**config.mk**
```make
export PLATFORM = sky130hd
export DESIGN_NAME = ram8_seq_master_flat
export DESIGN_NICKNAME = d
export VERILOG_FILES = /design/src/rtl/ram8_seq_master_pkg.sv /design/src/rtl/ram8_seq_master_if.sv /design/src/rtl/ram8_seq_master_addr_gen.sv /design/src/rtl/ram8_seq_master.sv /design/src/flat_wrapper.sv
export SDC_FILE = /design/constraint.sdc
export NUM_CORES = 1
export LEC_CHECK = 0
export ABC_AREA = 1
export CAP_MARGIN = 10
export CORE_AREA = 2 2 113 224
export DETAILED_ROUTE_END_ITERATION = 6
export DIE_AREA = 0 0 115 226
export GPL_TIMING_DRIVEN = 0
export SYNTH_ARGS = -nofsm -noshare
export SYNTH_HDL_FRONTEND = slang
export SYNTH_HIERARCHICAL = 1
export SYNTH_SLANG_ARGS = --single-unit
```
**constraint.sdc**
```tcl
create_clock -name clk -period 4.9 [get_ports clk]
set_input_delay 0.49 -clock clk [delete_from_list [all_inputs] [get_ports clk]]
set_output_delay 0.49 -clock clk [all_outputs]
set_load 0.005 [all_outputs]
```
**src/rtl/ram8_seq_master_pkg.sv**
```systemverilog
// ---------------------------------------------------------------------------
// ram8_seq_pkg
// Shared definitions for the RAM8 sequencing master: command opcodes and the
// FSM state encoding used by the top level.
// ---------------------------------------------------------------------------
package ram8_seq_pkg;

    // Command opcodes carried on cmd_op
    localparam logic [1:0] OP_FILL = 2'b00;
    localparam logic [1:0] OP_COPY = 2'b01;
    localparam logic [1:0] OP_SUM  = 2'b10;
    localparam logic [1:0] OP_RSVD = 2'b11;

    // Sequencer states; COPY is split into a read cycle and a write cycle
    typedef enum logic [2:0] {
        ST_IDLE    = 3'd0,
        ST_FILL    = 3'd1,
        ST_COPY_RD = 3'd2,
        ST_COPY_WR = 3'd3,
        ST_SUM     = 3'd4,
        ST_FIN     = 3'd5
    } state_t;

endpackage

```
**src/rtl/ram8_seq_master_if.sv**
```systemverilog
// ---------------------------------------------------------------------------
// ram8_seq_master_if
// Bundles the command handshake, status outputs and RAM8 bus of the
// sequencing master.
//   master modport : the sequencer (drives cmd_ready/status/mem_addr/load/wdata)
//   slave  modport : the environment (drives cmd_* and mem_rdata)
// Signals:
//   cmd_valid/cmd_ready  command handshake
//   cmd_op/src/dst/len/data/step  command fields
//   busy/done/err/result status and SUM result
//   mem_addr/mem_load/mem_wdata/mem_rdata  RAM8 port
// ---------------------------------------------------------------------------
interface ram8_seq_master_if #(
    parameter int DATA_W = 16,
    parameter int ADDR_W = 3
);
    logic              cmd_valid;
    logic              cmd_ready;
    logic [1:0]        cmd_op;
    logic [ADDR_W-1:0] cmd_src;
    logic [ADDR_W-1:0] cmd_dst;
    logic [ADDR_W:0]   cmd_len;
    logic [DATA_W-1:0] cmd_data;
    logic [DATA_W-1:0] cmd_step;
    logic              busy;
    logic              done;
    logic              err;
    logic [DATA_W-1:0] result;
    logic [ADDR_W-1:0] mem_addr;
    logic              mem_load;
    logic [DATA_W-1:0] mem_wdata;
    logic [DATA_W-1:0] mem_rdata;

    modport master (
        input  cmd_valid, cmd_op, cmd_src, cmd_dst, cmd_len, cmd_data, cmd_step,
        input  mem_rdata,
        output cmd_ready, busy, done, err, result,
        output mem_addr, mem_load, mem_wdata
    );

    modport slave (
        output cmd_valid, cmd_op, cmd_src, cmd_dst, cmd_len, cmd_data, cmd_step,
        output mem_rdata,
        input  cmd_ready, busy, done, err, result,
        input  mem_addr, mem_load, mem_wdata
    );

endinterface

```
**src/rtl/ram8_seq_master_addr_gen.sv**
```systemverilog
// ---------------------------------------------------------------------------
// ram8_seq_addr_gen
// Word index counter plus the src+i / dst+i address adders for the current
// and the following word. Addresses wrap modulo 2**ADDR_W. o_last flags that
// the current index is the final word of the command.
// Ports:
//   clk, rst_n      clock, async active-low reset
//   i_clear         restart the index at 0 (command accept)
//   i_adv           step to the next word
//   i_src/i_dst     latched start addresses
//   i_len           latched word count (1..2**ADDR_W while working)
//   o_src_cur/o_dst_cur  addresses of the current word
//   o_src_nxt/o_dst_nxt  addresses of the next word
//   o_last          current word is word len-1
// ---------------------------------------------------------------------------
module ram8_seq_addr_gen #(
    parameter int ADDR_W = 3
) (
    input  logic              clk,
    input  logic              rst_n,
    input  logic              i_clear,
    input  logic              i_adv,
    input  logic [ADDR_W-1:0] i_src,
    input  logic [ADDR_W-1:0] i_dst,
    input  logic [ADDR_W:0]   i_len,
    output logic [ADDR_W-1:0] o_src_cur,
    output logic [ADDR_W-1:0] o_dst_cur,
    output logic [ADDR_W-1:0] o_src_nxt,
    output logic [ADDR_W-1:0] o_dst_nxt,
    output logic              o_last
);

    logic [ADDR_W-1:0] r_idx;
    logic [ADDR_W-1:0] w_idx_nxt;

    assign w_idx_nxt = r_idx + ADDR_W'(1);

    always_ff @(posedge clk or negedge rst_n) begin
        if (!rst_n) begin
            r_idx <= '0;
        end else if (i_clear) begin
            r_idx <= '0;
        end else if (i_adv) begin
            r_idx <= w_idx_nxt;
        end
    end

    // Adders drop the carry, giving the wrap-around addressing for free
    assign o_src_cur = i_src + r_idx;
    assign o_dst_cur = i_dst + r_idx;
    assign o_src_nxt = i_src + w_idx_nxt;
    assign o_dst_nxt = i_dst + w_idx_nxt;

    // Index is one bit narrower than len, so widen it before comparing
    assign o_last = ({1'b0, r_idx} == (i_len - (ADDR_W+1)'(1)));

endmodule

```
**src/rtl/ram8_seq_master.sv**
```systemverilog
// ---------------------------------------------------------------------------
// ram8_seq_master
// Initiator for a RAM8-style memory. Takes one FILL / COPY / SUM command at a
// time over a valid/ready handshake, sequences the memory cycles and pulses
// done (with err for the reserved opcode) when finished.
// Ports:
//   clk    single clock, all state on posedge
//   rst_n  asynchronous active-low reset; aborts any command in flight
//   bus    ram8_seq_master_if.master: command fields, cmd_ready, busy, done,
//          err, result, and mem_addr/mem_load/mem_wdata/mem_rdata
// All bus outputs are registered; each state's outputs are loaded on the edge
// that enters that state, so addresses for the next word come from the
// address generator's "nxt" outputs.
// ---------------------------------------------------------------------------
module ram8_seq_master
    import ram8_seq_pkg::*;
#(
    parameter int DATA_W = 16,
    parameter int ADDR_W = 3
) (
    input  logic               clk,
    input  logic               rst_n,
    ram8_seq_master_if.master  bus
);

    state_t            r_state;
    logic [ADDR_W-1:0] r_src;
    logic [ADDR_W-1:0] r_dst;
    logic [ADDR_W:0]   r_len;
    logic [DATA_W-1:0] r_step;
    logic [DATA_W-1:0] r_acc;
    logic [DATA_W-1:0] r_result;
    logic [ADDR_W-1:0] r_addr;
    logic              r_load;
    logic [DATA_W-1:0] r_wdata;
    logic              r_ready;
    logic              r_busy;
    logic              r_done;
    logic              r_err;

    logic              w_accept;
    logic              w_adv;
    logic [ADDR_W-1:0] w_src_cur;
    logic [ADDR_W-1:0] w_dst_cur;
    logic [ADDR_W-1:0] w_src_nxt;
    logic [ADDR_W-1:0] w_dst_nxt;
    logic              w_last;

    assign w_accept = bus.cmd_valid && r_ready;

    // The index only moves after a word that is not the last one
    assign w_adv = !w_last && (r_state == ST_FILL    ||
                               r_state == ST_COPY_WR ||
                               r_state == ST_SUM);

    ram8_seq_addr_gen #(
        .ADDR_W (ADDR_W)
    ) u_addr_gen (
        .clk       (clk),
        .rst_n     (rst_n),
        .i_clear   (w_accept),
        .i_adv     (w_adv),
        .i_src     (r_src),
        .i_dst     (r_dst),
        .i_len     (r_len),
        .o_src_cur (w_src_cur),
        .o_dst_cur (w_dst_cur),
        .o_src_nxt (w_src_nxt),
        .o_dst_nxt (w_dst_nxt),
        .o_last    (w_last)
    );

    // r_wdata doubles as the FILL value accumulator and the COPY hold
    // register; FIN always parks the memory port at address 0, no write.
    always_ff @(posedge clk or negedge rst_n) begin
        if (!rst_n) begin
            r_state  <= ST_IDLE;
            r_src    <= '0;
            r_dst    <= '0;
            r_len    <= '0;
            r_step   <= '0;
            r_acc    <= '0;
            r_result <= '0;
            r_addr   <= '0;
            r_load   <= 1'b0;
            r_wdata  <= '0;
            r_ready  <= 1'b0;
            r_busy   <= 1'b0;
            r_done   <= 1'b0;
            r_err    <= 1'b0;
        end else begin
            r_done <= 1'b0;
            r_err  <= 1'b0;
            case (r_state)
                ST_IDLE: begin
                    if (w_accept) begin
                        r_src   <= bus.cmd_src;
                        r_dst   <= bus.cmd_dst;
                        r_len   <= bus.cmd_len;
                        r_step  <= bus.cmd_step;
                        r_acc   <= '0;
                        r_ready <= 1'b0;
                        if (bus.cmd_len == '0 || bus.cmd_op == OP_RSVD) begin
                            r_state <= ST_FIN;
                            r_done  <= 1'b1;
                            r_err   <= (bus.cmd_op == OP_RSVD);
                        end else begin
                            r_busy <= 1'b1;
                            case (bus.cmd_op)
                                OP_FILL: begin
                                    r_state <= ST_FILL;
                                    r_addr  <= bus.cmd_dst;
                                    r_load  <= 1'b1;
                                    r_wdata <= bus.cmd_data;
                                end
                                OP_COPY: begin
                                    r_state <= ST_COPY_RD;
                                    r_addr  <= bus.cmd_src;
                                end
                                default: begin
                                    r_state <= ST_SUM;
                                    r_addr  <= bus.cmd_src;
                                end
                            endcase
                        end
                    end else begin
                        r_ready <= 1'b1;
                    end
                end

                ST_FILL: begin
                    if (w_last) begin
                        r_state <= ST_FIN;
                        r_busy  <= 1'b0;
                        r_done  <= 1'b1;
                        r_addr  <= '0;
                        r_load  <= 1'b0;
                        r_wdata <= '0;
                    end else begin
                        r_addr  <= w_dst_nxt;
                        r_wdata <= r_wdata + r_step;
                    end
                end

                ST_COPY_RD: begin
                    r_state <= ST_COPY_WR;
                    r_wdata <= bus.mem_rdata;
                    r_addr  <= w_dst_cur;
                    r_load  <= 1'b1;
                end

                ST_COPY_WR: begin
                    r_load <= 1'b0;
                    if (w_last) begin
                        r_state <= ST_FIN;
                        r_busy  <= 1'b0;
                        r_done  <= 1'b1;
                        r_addr  <= '0;
                        r_wdata <= '0;
                    end else begin
                        r_state <= ST_COPY_RD;
                        r_addr  <= w_src_nxt;
                    end
                end

                ST_SUM: begin
                    if (w_last) begin
                        r_result <= r_acc + bus.mem_rdata;
                        r_state  <= ST_FIN;
                        r_busy   <= 1'b0;
                        r_done   <= 1'b1;
                        r_addr   <= '0;
                    end else begin
                        r_acc  <= r_acc + bus.mem_rdata;
                        r_addr <= w_src_nxt;
                    end
                end

                ST_FIN: begin
                    r_state <= ST_IDLE;
                    r_ready <= 1'b1;
                end

                default: begin
                    r_state <= ST_IDLE;
                    r_busy  <= 1'b0;
                    r_addr  <= '0;
                    r_load  <= 1'b0;
                    r_wdata <= '0;
                end
            endcase
        end
    end

    assign bus.cmd_ready = r_ready;
    assign bus.busy      = r_busy;
    assign bus.done      = r_done;
    assign bus.err       = r_err;
    assign bus.result    = r_result;
    assign bus.mem_addr  = r_addr;
    assign bus.mem_load  = r_load;
    assign bus.mem_wdata = r_wdata;

endmodule

```
**src/flat_wrapper.sv**
```systemverilog
// flat-port wrapper written by rule: the top's interface ports become plain ports
module ram8_seq_master_flat import ram8_seq_pkg::*;
#(
    parameter int DATA_W = 16,
    parameter int ADDR_W = 3
)
  (clk, rst_n, bus_cmd_valid, bus_cmd_op, bus_cmd_src, bus_cmd_dst, bus_cmd_len, bus_cmd_data, bus_cmd_step, bus_mem_rdata, bus_cmd_ready, bus_busy, bus_done, bus_err, bus_result, bus_mem_addr, bus_mem_load, bus_mem_wdata);
  ram8_seq_master_if #(.DATA_W(DATA_W), .ADDR_W(ADDR_W)) bus_i ();
  input  logic clk;
  input  logic rst_n;
  input wire logic [$bits(bus_i.cmd_valid)-1:0] bus_cmd_valid;
  input wire logic [$bits(bus_i.cmd_op)-1:0] bus_cmd_op;
  input wire logic [$bits(bus_i.cmd_src)-1:0] bus_cmd_src;
  input wire logic [$bits(bus_i.cmd_dst)-1:0] bus_cmd_dst;
  input wire logic [$bits(bus_i.cmd_len)-1:0] bus_cmd_len;
  input wire logic [$bits(bus_i.cmd_data)-1:0] bus_cmd_data;
  input wire logic [$bits(bus_i.cmd_step)-1:0] bus_cmd_step;
  input wire logic [$bits(bus_i.mem_rdata)-1:0] bus_mem_rdata;
  output wire logic [$bits(bus_i.cmd_ready)-1:0] bus_cmd_ready;
  output wire logic [$bits(bus_i.busy)-1:0] bus_busy;
  output wire logic [$bits(bus_i.done)-1:0] bus_done;
  output wire logic [$bits(bus_i.err)-1:0] bus_err;
  output wire logic [$bits(bus_i.result)-1:0] bus_result;
  output wire logic [$bits(bus_i.mem_addr)-1:0] bus_mem_addr;
  output wire logic [$bits(bus_i.mem_load)-1:0] bus_mem_load;
  output wire logic [$bits(bus_i.mem_wdata)-1:0] bus_mem_wdata;
  assign bus_i.cmd_valid = bus_cmd_valid;
  assign bus_i.cmd_op = bus_cmd_op;
  assign bus_i.cmd_src = bus_cmd_src;
  assign bus_i.cmd_dst = bus_cmd_dst;
  assign bus_i.cmd_len = bus_cmd_len;
  assign bus_i.cmd_data = bus_cmd_data;
  assign bus_i.cmd_step = bus_cmd_step;
  assign bus_i.mem_rdata = bus_mem_rdata;
  assign bus_cmd_ready = bus_i.cmd_ready;
  assign bus_busy = bus_i.busy;
  assign bus_done = bus_i.done;
  assign bus_err = bus_i.err;
  assign bus_result = bus_i.result;
  assign bus_mem_addr = bus_i.mem_addr;
  assign bus_mem_load = bus_i.mem_load;
  assign bus_mem_wdata = bus_i.mem_wdata;
  ram8_seq_master #(.DATA_W(DATA_W), .ADDR_W(ADDR_W)) u_core (.clk(clk), .rst_n(rst_n), .bus(bus_i));
endmodule
```
* Word level (Yosys, flattened, before mapping) *
Index checks and enable logic that the tools add are counted.

operators by class
  $add $sub $neg = 7
  eq/ne operators = 16
  mux-type cells = 40
  bitwise logic cells = 3
  reductions and logical operators = 25

operators with widths
  kind                number
  $mux 16             7
  $pmux 16 s5         1
  $mux 3              11
  $add 16x16->16      2
  $pmux 16 s2         1
  $pmux 3 s5          1
  $mux 1              13
  $pmux 3 s4          1
  $reduce_and 5->1    2
  $add 3x3->3         3
  $ne 2x1->1 const B  4
  $ne 2x2->1 const B  4
  $reduce_or 2->1     4
  $eq 3x2->1 const B  2
  $eq 3x3->1 const B  2
  $pmux 3 s2          1
  $reduce_and 2->1    3
  $reduce_and 3->1    2
  $reduce_bool 2->1   3
  $eq 3x4->1          1
  $logic_not 4->1     1
  $pmux 1 s2          2
  $pmux 1 s4          1
  $reduce_and 4->1    1
  other kinds (13)    18

storage, ports and cells
  register bits = 88
  input bits = 63
  output and inout port bits = 40
  logic and storage cells = 106

* Logic depth before layout (Yosys ltp) *
Gate-level depths: netlist (run 1).

  depth after elaboration = 6
  mapped depth = 15
  gate-level depth less buffers = 14

* Modules after synthesis *
Netlist (run 1), hierarchy kept.

modules (own cells, without submodules)
  module             times used  cells an instance  area each (um^2)  seq. area each (um^2)
  ram8_seq_master    1           777                5446.5            2127.0
  ram8_seq_addr_gen  1           60                 503.0             75.1

* Least setup slack after synthesis (run 1) *
Ideal clock, no wire load.

  path type = flip-flop to flip-flop
  start = register u_core.r_len[0]
  end = register u_core.r_wdata[7], in the netlist u_core/bus.mem_wdata[7]
  setup time = 0.123 ns
  arrival time = 1.917 ns
  data required time = 4.777 ns
  setup slack = 2.860 ns
  stages on the path, launching flop included = 15
  path buffers = 1
  period minus slack after synthesis = 2.040 ns
  path through = dfrtp_1 > inv_2 > ha_1 > inv_1 > nand2_1 > nand2_1 > nor2_1 > nand3_1 > nor2_1 > inv_1 > nand3_1 > nand4_4 > buf_4 > nand2_1 > nand2_1

between the ends
  longest elaborated chain between the ends = 4
  elaborated cells between the ends (all ways) = 6
  classes of those cells = 1 x add/sub; 2 x eq/ne; 2 x mux; 1 x reduce/logical

ends and longest elaborated chain
  what                                             line                            RTL
  from (decl)                                      ram8_seq_master.sv:29           logic [ADDR_W:0] r_len;
  from (signal assigned)                           ram8_seq_master.sv:99           r_len <= bus.cmd_len;
  $sub 4x1->4 (*)                                  ram8_seq_master_addr_gen.sv:55  assign o_last = ({1'b0, r_idx} == (i_len - (ADDR_W+1)'(1)));
  $eq 3x4->1 (*)                                   ram8_seq_master_addr_gen.sv:55
  via u_core.w_last                                ram8_seq_master.sv:47           logic w_last;
  $mux 16 or $ne 2x1->1 (tied branches)            n/a
  $pmux 16 s5 or $reduce_and 5->1 (tied branches)  n/a
  to (signal assigned)                             ram8_seq_master.sv:114          r_wdata <= bus.cmd_data;
  to (signal assigned)                             ram8_seq_master.sv:141          r_wdata <= r_wdata + r_step;
  to (signal assigned)                             ram8_seq_master.sv:147          r_wdata <= bus.mem_rdata;
  to (decl)                                        ram8_seq_master.sv:35           logic [DATA_W-1:0] r_wdata;

The timed path passes the listed nets; every way through them passes the cells marked *.
A chain may end at the register's enable or synchronous reset.

* Worst setup path in the final report (run 1) *
  start = register u_core.r_len[0]
  end = register u_core.r_result[11], in the netlist u_core/bus.result[11]

between the ends
  longest elaborated chain between the ends = 3

ends and longest elaborated chain
  what                        line                            RTL
  $sub 4x1->4                 ram8_seq_master_addr_gen.sv:55
  $eq 3x4->1                  ram8_seq_master_addr_gen.sv:55
  via u_core.w_last           ram8_seq_master.sv:47
  $reduce_and 2->1 (no line)  n/a
  to (signal assigned)        ram8_seq_master.sv:168          r_result <= r_acc + bus.mem_rdata;
  to (decl)                   ram8_seq_master.sv:32           logic [DATA_W-1:0] r_result;

The timed path passes the listed nets, and every way through them passes these cells.

==> results by group, run 1 <==
Worst setup path
  • RR Endpoint: u_core/bus.result[11]
  • CP cell instances: inv_2 > ha_1 > inv_1 > nand2_1 > nand2_1 > nor2_1 > nand3_1 > nor2_1 > inv_1 > nor2_1 > clkbuf_1 > nand3_1 > nand2_1
  • Critical path's slowest cell: nor2_1
  • Crit. End Element: flop
  • Worst reg2reg setup slack: 2000 ps
  • Critical Path AT: 3200 ps
  • Crit-path max cell delay: 530 ps
  • Worst Path Required: 5190 ps
  • Worst r2r path cells: 13
  • Worst r2r src: u_core/r_len[0]
  • Critical Path Source Type: flop
  • Crit path max fanout: 10
  • Setup CP Type: reg2reg

Layout
  • Area Overhead vs Synth: 28.3%
  • # diodes: 0
  • Nets: 1,046
  • Area of the multi-input gates: 0.00322 mm^2
  • Share of post-route cells with drive strength above 1: 0.0454
  • Fillcell total: 2,668
  • Post-route insts no fill: 1,237
  • FF+latch area: 0.00220 mm^2

Power
  • Switching share of power: 0.358
  • Power Density: 301 mW/mm^2
  • P_sw: 813 uW
  • Maximum vdd ir drop: 192 uV
  • Lkg Pwr: 3.83 nW
  • Comb pwr share: 0.347
  • Internal: 1.46 mW
  • Tot Pwr: 2.27 mW
  • Reg power frac: 0.376
  • Clk pwr share: 0.277

Routing
  • Drt wl/cell: 15.8 um
  • Drt pass-1 iters: 5
  • WL met1: 6670 um
  • DR iter-0 viols: 163
  • Via-per-instance ratio: 4.56
  • Post-route DRC violation count: 0
  • WL met2: 11,000 um
  • Met3 WL: 628 um
  • Routed WL: 19,600 um
  • Max layer used: met4
  • Vias: 5,643
  • Antenna viol nets, final: 0

Clocking
  • Clk slew on worst S/H paths: 60 ps
  • Resize count post-CTS: 0
  • Post-CTS Setup Inserts: 0
  • # clock sinks: 88
  • CTS buffer count: 9
  • Worst-skew pair later-pin latency: 360 ps
  • Cts-stage hold buffer count: 0
  • CTS root buffer: clkbuf_16
  • CTS max path bufs: 2
  • H-tree depth: 3
  • CTS tree: built

Placement
  • Final HPWL DP: 15,900 um
  • Pre-CTS WS: 1940 ps
  • Placed Instances: 1,222
  • Input/output buffers: 102
  • Final Wtd Congestion: 0.905

Timing
  • Slew HR: 0.539
  • # setup viols final: 0
  • Slew of the pin with the lowest slew margin: 689 ps
  • Final Hold Vio Count: 0
  • Crit path time final: 2900 ps
  • Final period utilization: 0.592
  • Clk_skew: 5.66 ps
  • RSZ-0062 raised after global routing: no
  • Final Max Slew Viols: 0
  • Highest clock rate: 345 MHz
  • Fin worst setup slack: 2000 ps

Logic synthesis
  • Yosys synthesis warning count: 6
  • Post-Syn Instances: 829
  • Syn_nets: 932
  • Syn Area/Cell: 7.10 um^2
  • Mapped Area: 0.00588 mm^2

Global route
  • Grt ovf: 0
  • Largest net degree at the start of global routing: 67
  • First-pass GRT wire length: 30,700 um
  • Initial antenna violation count: 0
  • Vias in the first global route: 5,922
  • Gr usage total: 0.157

Floorplan
  • Row count: 81
  • Core area: 0.0243 mm^2
  • Initial core utilization: 0.242
  • DIE WIDTH: 115 um
  • I/O Pins: 103
  • Die ar.: 0.0260 mm^2
  • Die height: 226 um

Flow run
  • Max-Cap Viols: 0

Run status
  • Status: finished, final reports clean

Min path
  • Hold Path Class: in2async
-- final cells by class --
class | count | share of cell area
multi-input cells | 627 | 0.427
flip-flops and latches | 88 | 0.292
repair buffers | 103 | 0.139
inverters | 96 | 0.0481
well taps | 290 | 0.0481
clock buffers | 11 | 0.0308
plain buffers | 18 | 0.0128
clock inverters | 4 | 0.00298
-- stage by stage --
| stage | hold slack (ps) | setup TNS, ps | utilization | cell area [um^2] |
|---|---|---|---|---|
| 5_1_grt | 41.5 | 0 | 0.310 | 7550 |
| 3_3_place_gp | 462 | -16580 | 0.299 | 7270 |
| 3_5_place_dp | 425 | 0 | 0.300 | 7290 |
| 2_1_floorplan | 194 | 0 | - | 5880 |
| 6_report | 33.9 | 0 | 0.310 | 7550 |
| 4_1_cts | 34.8 | 0 | 0.310 | 7550 |
-- critical path, delay by kind of cell (launching register included) --
kind / cells / cell delay [ps]
simple gates: 8 / 1350
buf+inv: 4 / 800
flops: 1 / 390
fa+ha+maj: 1 / 300
-- power groups by stage --
stage                     clock network, mW  registers (mW)  logic (mW)
after global placement                    0           0.864       0.771
after CTS                             0.653           0.852       0.790
final                                 0.629           0.852       0.787
after detailed placement                  0           0.865       0.785
after floorplan                           0           0.852       0.543
after global routing                  0.681           0.862       0.895
-- worst max path at each step --
stage	depth (start not counted)	end	start	slack (ps)
final	13	u_core/bus.result[11]	u_core/r_len[0]	2000
after global routing	13	u_core/bus.result[11]	u_core/r_len[0]	1740
after CTS	13	u_core/bus.result[11]	u_core/r_len[0]	1920
after detailed placement	13	u_core/bus.result[11]	u_core/r_len[0]	1940
after global placement	1	u_core/r_len[2]	rst_n	-210
after floorplan	14	u_core/bus.mem_wdata[7]	u_core/r_len[0]	2860
-- placed cells by master, fill, tap and decap left out, types with 12 or more instances in the layout --
master,n
xnor2_1,12
inv_1,91
dfrtp_1,88
clkdlybuf4s50_1,101
nand2_1,350
ha_1,35
a21oi_1,23
nor2_1,42
nand3_1,55
o21ai_0,28
-- flip-flops by register name (all words and copies together) (netlist names) --
| register | count |
|---|---|
| u_core/bus.mem_load | 1 |
| u_core/r_state | 3 |
| u_core/u_addr_gen/r_idx | 3 |
| u_core/r_dst | 3 |
| u_core/bus.result | 16 |
| u_core/r_src | 3 |
| u_core/bus.done | 1 |
| u_core/bus.mem_wdata | 16 |
| u_core/bus.busy | 1 |
| u_core/r_len | 4 |
| u_core/bus.err | 1 |
| u_core/bus.mem_addr | 3 |
| u_core/r_step | 16 |
| u_core/bus.cmd_ready | 1 |
| u_core/r_acc | 16 |
-- metal layers --
layer	vias to the layer above	GRT usage
met3	52	0.0263
met1	2605	0.144
li1	2860	-
met5	-	0
met2	126	0.305
met4	0	0.108
No activity file was read; power rests on OpenSTA's default activity.
==> run 2: changes to the inputs <==
- clock period: 4.9 -> 3 ns (I/O delays scaled with it)
==> results by group, run 2 (synthesis gave the netlist of run 1 again) <==
Run status
  • Status: finished, final reports clean

Floorplan
  • Row count: 81
  • Initial core utilization: 0.242
  • Die height: 226 um
  • Die ar.: 0.0260 mm^2
  • I/O Pins: 103
  • Core area: 0.0243 mm^2
  • DIE WIDTH: 115 um

Layout
  • # diodes: 0
  • Final Cell Area: 0.00756 mm^2
  • Commonest non-fill, non-tap cell in the layout: nand2_1
  • Nets: 1,047
  • Fillcell total: 2,666
  • Area Overhead vs Synth: 28.5%
  • Share of post-route cells with drive strength above 1: 0.0464
  • Most frequent cells in the layout: nand2_1 (350), clkdlybuf4s50_1 (101), inv_1 (91), dfrtp_1 (88), nand3_1 (55)
  • Post-route insts no fill: 1,238

Timing
  • Crit path time final: 2660 ps
  • Slew HR: 0.568
  • RSZ-0062 raised after global routing: no
  • Highest clock rate: 376 MHz
  • Slew of the pin with the lowest slew margin: 649 ps
  • Final Max Slew Viols: 0
  • WHS: 390 ps
  • Setup TNS: 0 ps
  • Clk_skew: 6.11 ps
  • # setup viols final: 0
  • Final period utilization: 0.886
  • Final Hold Vio Count: 0

Power
  • Maximum vdd ir drop: 312 uV
  • Lkg Pwr: 3.83 nW
  • Tot Pwr: 3.71 mW
  • Power Density: 490 mW/mm^2

Min path
  • Hold Path Class: in2async

Routing
  • Vias: 5,659
  • Max layer used: met4
  • Drt pass-1 iters: 4
  • Drt wl/cell: 15.8 um
  • Via-per-instance ratio: 4.57
  • Post-route DRC violation count: 0
  • Routed WL: 19,600 um
  • WL met2: 11,100 um
  • WL met1: 6620 um
  • Antenna viol nets, final: 0
  • Met3 WL: 631 um
  • DR iter-0 viols: 166

Global route
  • Initial antenna violation count: 0
  • Grt ovf: 0
  • Largest net degree at the start of global routing: 67
  • First-pass GRT wire length: 30,700 um
  • Gr usage total: 0.157
  • Vias in the first global route: 5,927

Clocking
  • Clk slew on worst S/H paths: 60 ps
  • CTS tree: built
  • # clock sinks: 88
  • CTS root buffer: clkbuf_16
  • CTS buffer count: 9
  • CTS max path bufs: 2
  • Worst-skew pair later-pin latency: 360 ps
  • H-tree depth: 3

Worst setup path
  • Crit-path max cell delay: 460 ps
  • Setup crit start: u_core/r_len[0]
  • Critical Path Source Type: flop
  • Worst reg2reg setup slack: 340 ps
  • Crit path max fanout: 10
  • Worst r2r path cells: 13
  • Critical path's slowest cell: clkbuf_1
  • Worst Path Required: 3290 ps
  • Critical Path AT: 2950 ps
  • Crit path buf inv count: 4
  • CP top delay family: simple AND/OR/NAND/NOR gates
  • CP cell instances: inv_2 > ha_1 > inv_1 > nand2_1 > nand2_1 > nor2_1 > nand3_1 > nor2_2 > inv_1 > nor2_1 > clkbuf_1 > nand3_1 > nand2_1
  • Setup CP Type: reg2reg
  • Worst r2r src: u_core/r_len[0]
  • Crit. End Element: flop
  • RR Endpoint: u_core/bus.result[11]
  • CP most frequent cell: nand2_1

Placement
  • Final Wtd Congestion: 0.905
  • Final HPWL DP: 15,900 um
  • Input/output buffers: 102
  • Placed inst area: 0.00729 mm^2
  • Placed Instances: 1,222

Flow run
  • Max-Cap Viols: 0
run 2: cell types whose count changed in the layout (fill, tap and decap cells not counted):
cell	before	now
dlygate4sd3_1	0	1
nor2_2	7	8
nor2_1	42	41
run 2: power by group:
part	leakage (nW)	internal, mW	switching (mW)
Sequential	1.08	1.32	0.0769
Clock	0.125	0.553	0.474
Combinational	2.63	0.509	0.776
Total	3.83	2.38	1.33
run 2: cell type report:
cell class / count / area [um^2] / area share
Timing Repair Buffer: 104 / 1060 / 0.140
Sequential cell: 88 / 2200 / 0.291
Inverter: 96 / 363 / 0.0480
Tap cell: 290 / 363 / 0.0480
Clock inverter: 4 / 22.5 / 0.00298
Multi-Input combinational cell: 627 / 3230 / 0.427
Buffer: 18 / 96.3 / 0.0127
Clock buffer: 11 / 233 / 0.0308
run 2: layer usage:
metal	GRT usage	vias to the layer above
met4	0.108	0
met1	0.143	2620
met2	0.305	128
met3	0.0263	52
met5	0	-
li1	-	2859
run 2: how the worst max path moves through the flow:
stage	cells after the start	slack (ps)	to
2_1_floorplan	14	960	u_core/bus.mem_wdata[7]
3_3_place_gp	1	-1920	u_core/r_len[2]
3_5_place_dp	13	40	u_core/bus.result[11]
4_1_cts	13	20	u_core/bus.result[11]
5_1_grt	13	60	u_core/bus.result[11]
6_report	13	340	u_core/bus.result[11]
run 2: stage by stage:
step,setup slack (ps),utilization
finish,341,0.311
global route,63.9,0.311
CTS,18.1,0.311
detailed placement,40.9,0.300
global placement,-1920,0.299
floorplan,960,-
run 2: repair_timing:
action / 4_1_cts / 5_1_grt
endpoints found under the setup margin: 0 / 14
setup buffers: 0 / 0
hold buffers: 1 / 0
resized for setup: 0 / 1
endpoints found under the hold margin: 22 / 0
==> run 3: changes to the inputs <==
- MAX_ROUTING_LAYER: default -> met4
==> results by group, run 3 (synthesis gave the netlist of run 1 again) <==
Run status
  • Status: finished, final reports clean

Worst setup path
  • Worst r2r src: u_core/r_len[0]
  • Critical Path AT: 2900 ps
  • Setup CP Type: reg2reg
  • Crit path buf inv count: 5
  • CP most frequent cell: nand2_1
  • Worst Path Required: 3250 ps
  • Critical Path Source Type: flop
  • Worst reg2reg setup slack: 350 ps
  • WP depth: 14
  • Worst r2r path cells: 14
  • CP top delay family: simple AND/OR/NAND/NOR gates
  • Crit path max fanout: 10
  • Critical path's slowest cell: dfrtp_1
  • RR Endpoint: u_core/bus.result[15]
  • CP cell instances: inv_2 > ha_1 > inv_1 > nand2_1 > nand2_1 > nor2_1 > nand3_1 > nor2_2 > inv_1 > nor2_1 > inv_1 > clkbuf_1 > nand2_1 > nand2_1
  • Setup crit start: u_core/r_len[0]
  • Crit-path max cell delay: 390 ps
  • CP Capture Point: u_core/bus.result[15]
  • Crit. End Element: flop

Floorplan
  • DIE WIDTH: 115 um
  • I/O Pins: 103
  • Die height: 226 um
  • Die ar.: 0.0260 mm^2
  • Initial core utilization: 0.242
  • Row count: 81
  • Core area: 0.0243 mm^2

Timing
  • # setup viols final: 0
  • Final Max Slew Viols: 0
  • Highest clock rate: 378 MHz
  • Slew of the pin with the lowest slew margin: 616 ps
  • WHS: 422 ps
  • Clk_skew: 10.8 ps
  • Final period utilization: 0.883
  • RSZ-0062 raised after global routing: no
  • Slew HR: 0.590
  • Final Hold Vio Count: 0
  • Crit path time final: 2650 ps

Clocking
  • Worst-skew pair later-pin latency: 370 ps
  • H-tree depth: 3
  • CTS tree: built
  • CTS root buffer: clkbuf_16
  • CTS max path bufs: 2
  • Clk slew on worst S/H paths: 60 ps
  • CTS buffer count: 9
  • # clock sinks: 88

Power
  • Internal: 2.52 mW
  • Lkg Pwr: 3.86 nW
  • P_sw: 1.36 mW
  • Reg power frac: 0.360
  • Switching share of power: 0.351
  • Power Density: 510 mW/mm^2
  • Maximum vdd ir drop: 262 uV
  • Clk pwr share: 0.307
  • Comb pwr share: 0.333

Layout
  • # diodes: 0
  • Area Overhead vs Synth: 29.4%
  • Final Cell Area: 0.00761 mm^2
  • Most frequent cells in the layout: nand2_1 (350), clkdlybuf4s50_1 (101), inv_1 (91), dfrtp_1 (88), nand3_1 (55)
  • Commonest non-fill, non-tap cell in the layout: nand2_1
  • Fillcell total: 2,620
  • FF+latch area: 0.00220 mm^2
  • Nets: 1,047
  • Area of the multi-input gates: 0.00323 mm^2
  • Share of post-route cells with drive strength above 1: 0.0495

Min path
  • Hold Path Class: in2async

Routing
  • Vias: 5,713
  • Antenna viol nets, final: 0
  • Drt wl/cell: 15.9 um
  • DR iter-0 viols: 224
  • Drt pass-1 iters: 5
  • Via-per-instance ratio: 4.61
  • Routed WL: 19,700 um
  • Post-route DRC violation count: 0

Placement
  • Placed inst area: 0.00729 mm^2
  • Final HPWL DP: 16,000 um
  • Final Wtd Congestion: 0.930
  • Input/output buffers: 102

Global route
  • First-pass GRT wire length: 30,400 um
  • Grt ovf: 0
  • Largest net degree at the start of global routing: 59
  • Initial antenna violation count: 0
  • Gr usage total: 0.162
  • Vias in the first global route: 5,758

Flow run
  • Max-Cap Viols: 0
[run 3: cell type report]
class | count | share of cell area
multi-input cells | 627 | 0.424
flip-flops and latches | 88 | 0.289
clock inverters | 4 | 0.00674
clock buffers | 12 | 0.0337
well taps | 290 | 0.0477
inverters | 96 | 0.0477
repair buffers | 104 | 0.139
plain buffers | 18 | 0.0128
[run 3: power by group through the flow]
stage | registers (mW) | clock network (mW) | logic [mW]
after global routing | 1.41 | 1.28 | 1.46
after CTS | 1.39 | 1.24 | 1.30
after global placement | 1.41 | 0 | 1.26
after detailed placement | 1.41 | 0 | 1.29
after floorplan | 1.39 | 0 | 0.887
final | 1.40 | 1.19 | 1.29
[run 3: worst min-delay path by stage]
stage / from / end / slack (ps) / cells past startpoint
after global routing: rst_n / u_core/bus.result[5] / 460 / 2
after CTS: rst_n / u_core/bus.result[5] / 420 / 2
after global placement: u_core/r_step[2] / u_core/r_step[2] / 460 / 2
after detailed placement: rst_n / u_core/bus.result[5] / 270 / 1
after floorplan: rst_n / u_core/bus.busy / 4 / 0
final: rst_n / u_core/bus.result[5] / 420 / 2
[run 3: metrics by stage]
step / total power [mW] / instances / setup slack, ps / TNS [ps] / util
floorplan: 2.28 / 829 / 960 / 0 / -
global placement: 2.68 / 1221 / -1950 / -170020 / 0.299
detailed placement: 2.70 / 1222 / 39.3 / 0 / 0.300
CTS: 3.93 / 1239 / 22.3 / 0 / 0.313
global route: 4.14 / 1239 / 196 / 0 / 0.313
finish: 3.88 / 1239 / 352 / 0 / 0.313
[run 3: layer usage]
metal	vias to the layer above	share of wire	track usage
met1	2666	0.34	0.145
li1	2869	-	-
met5	-	0	-
met3	43	0.030	0.0268
met4	0	0.044	0.0847
met2	135	0.59	0.313
[run 3: what timing repair did]
item	4_1_cts	5_1_grt
buffers inserted	0	0
gates resized for setup	0	3
endpoints found under the hold margin	30	0
endpoints found under the setup margin	0	10
hold buffers	1	0
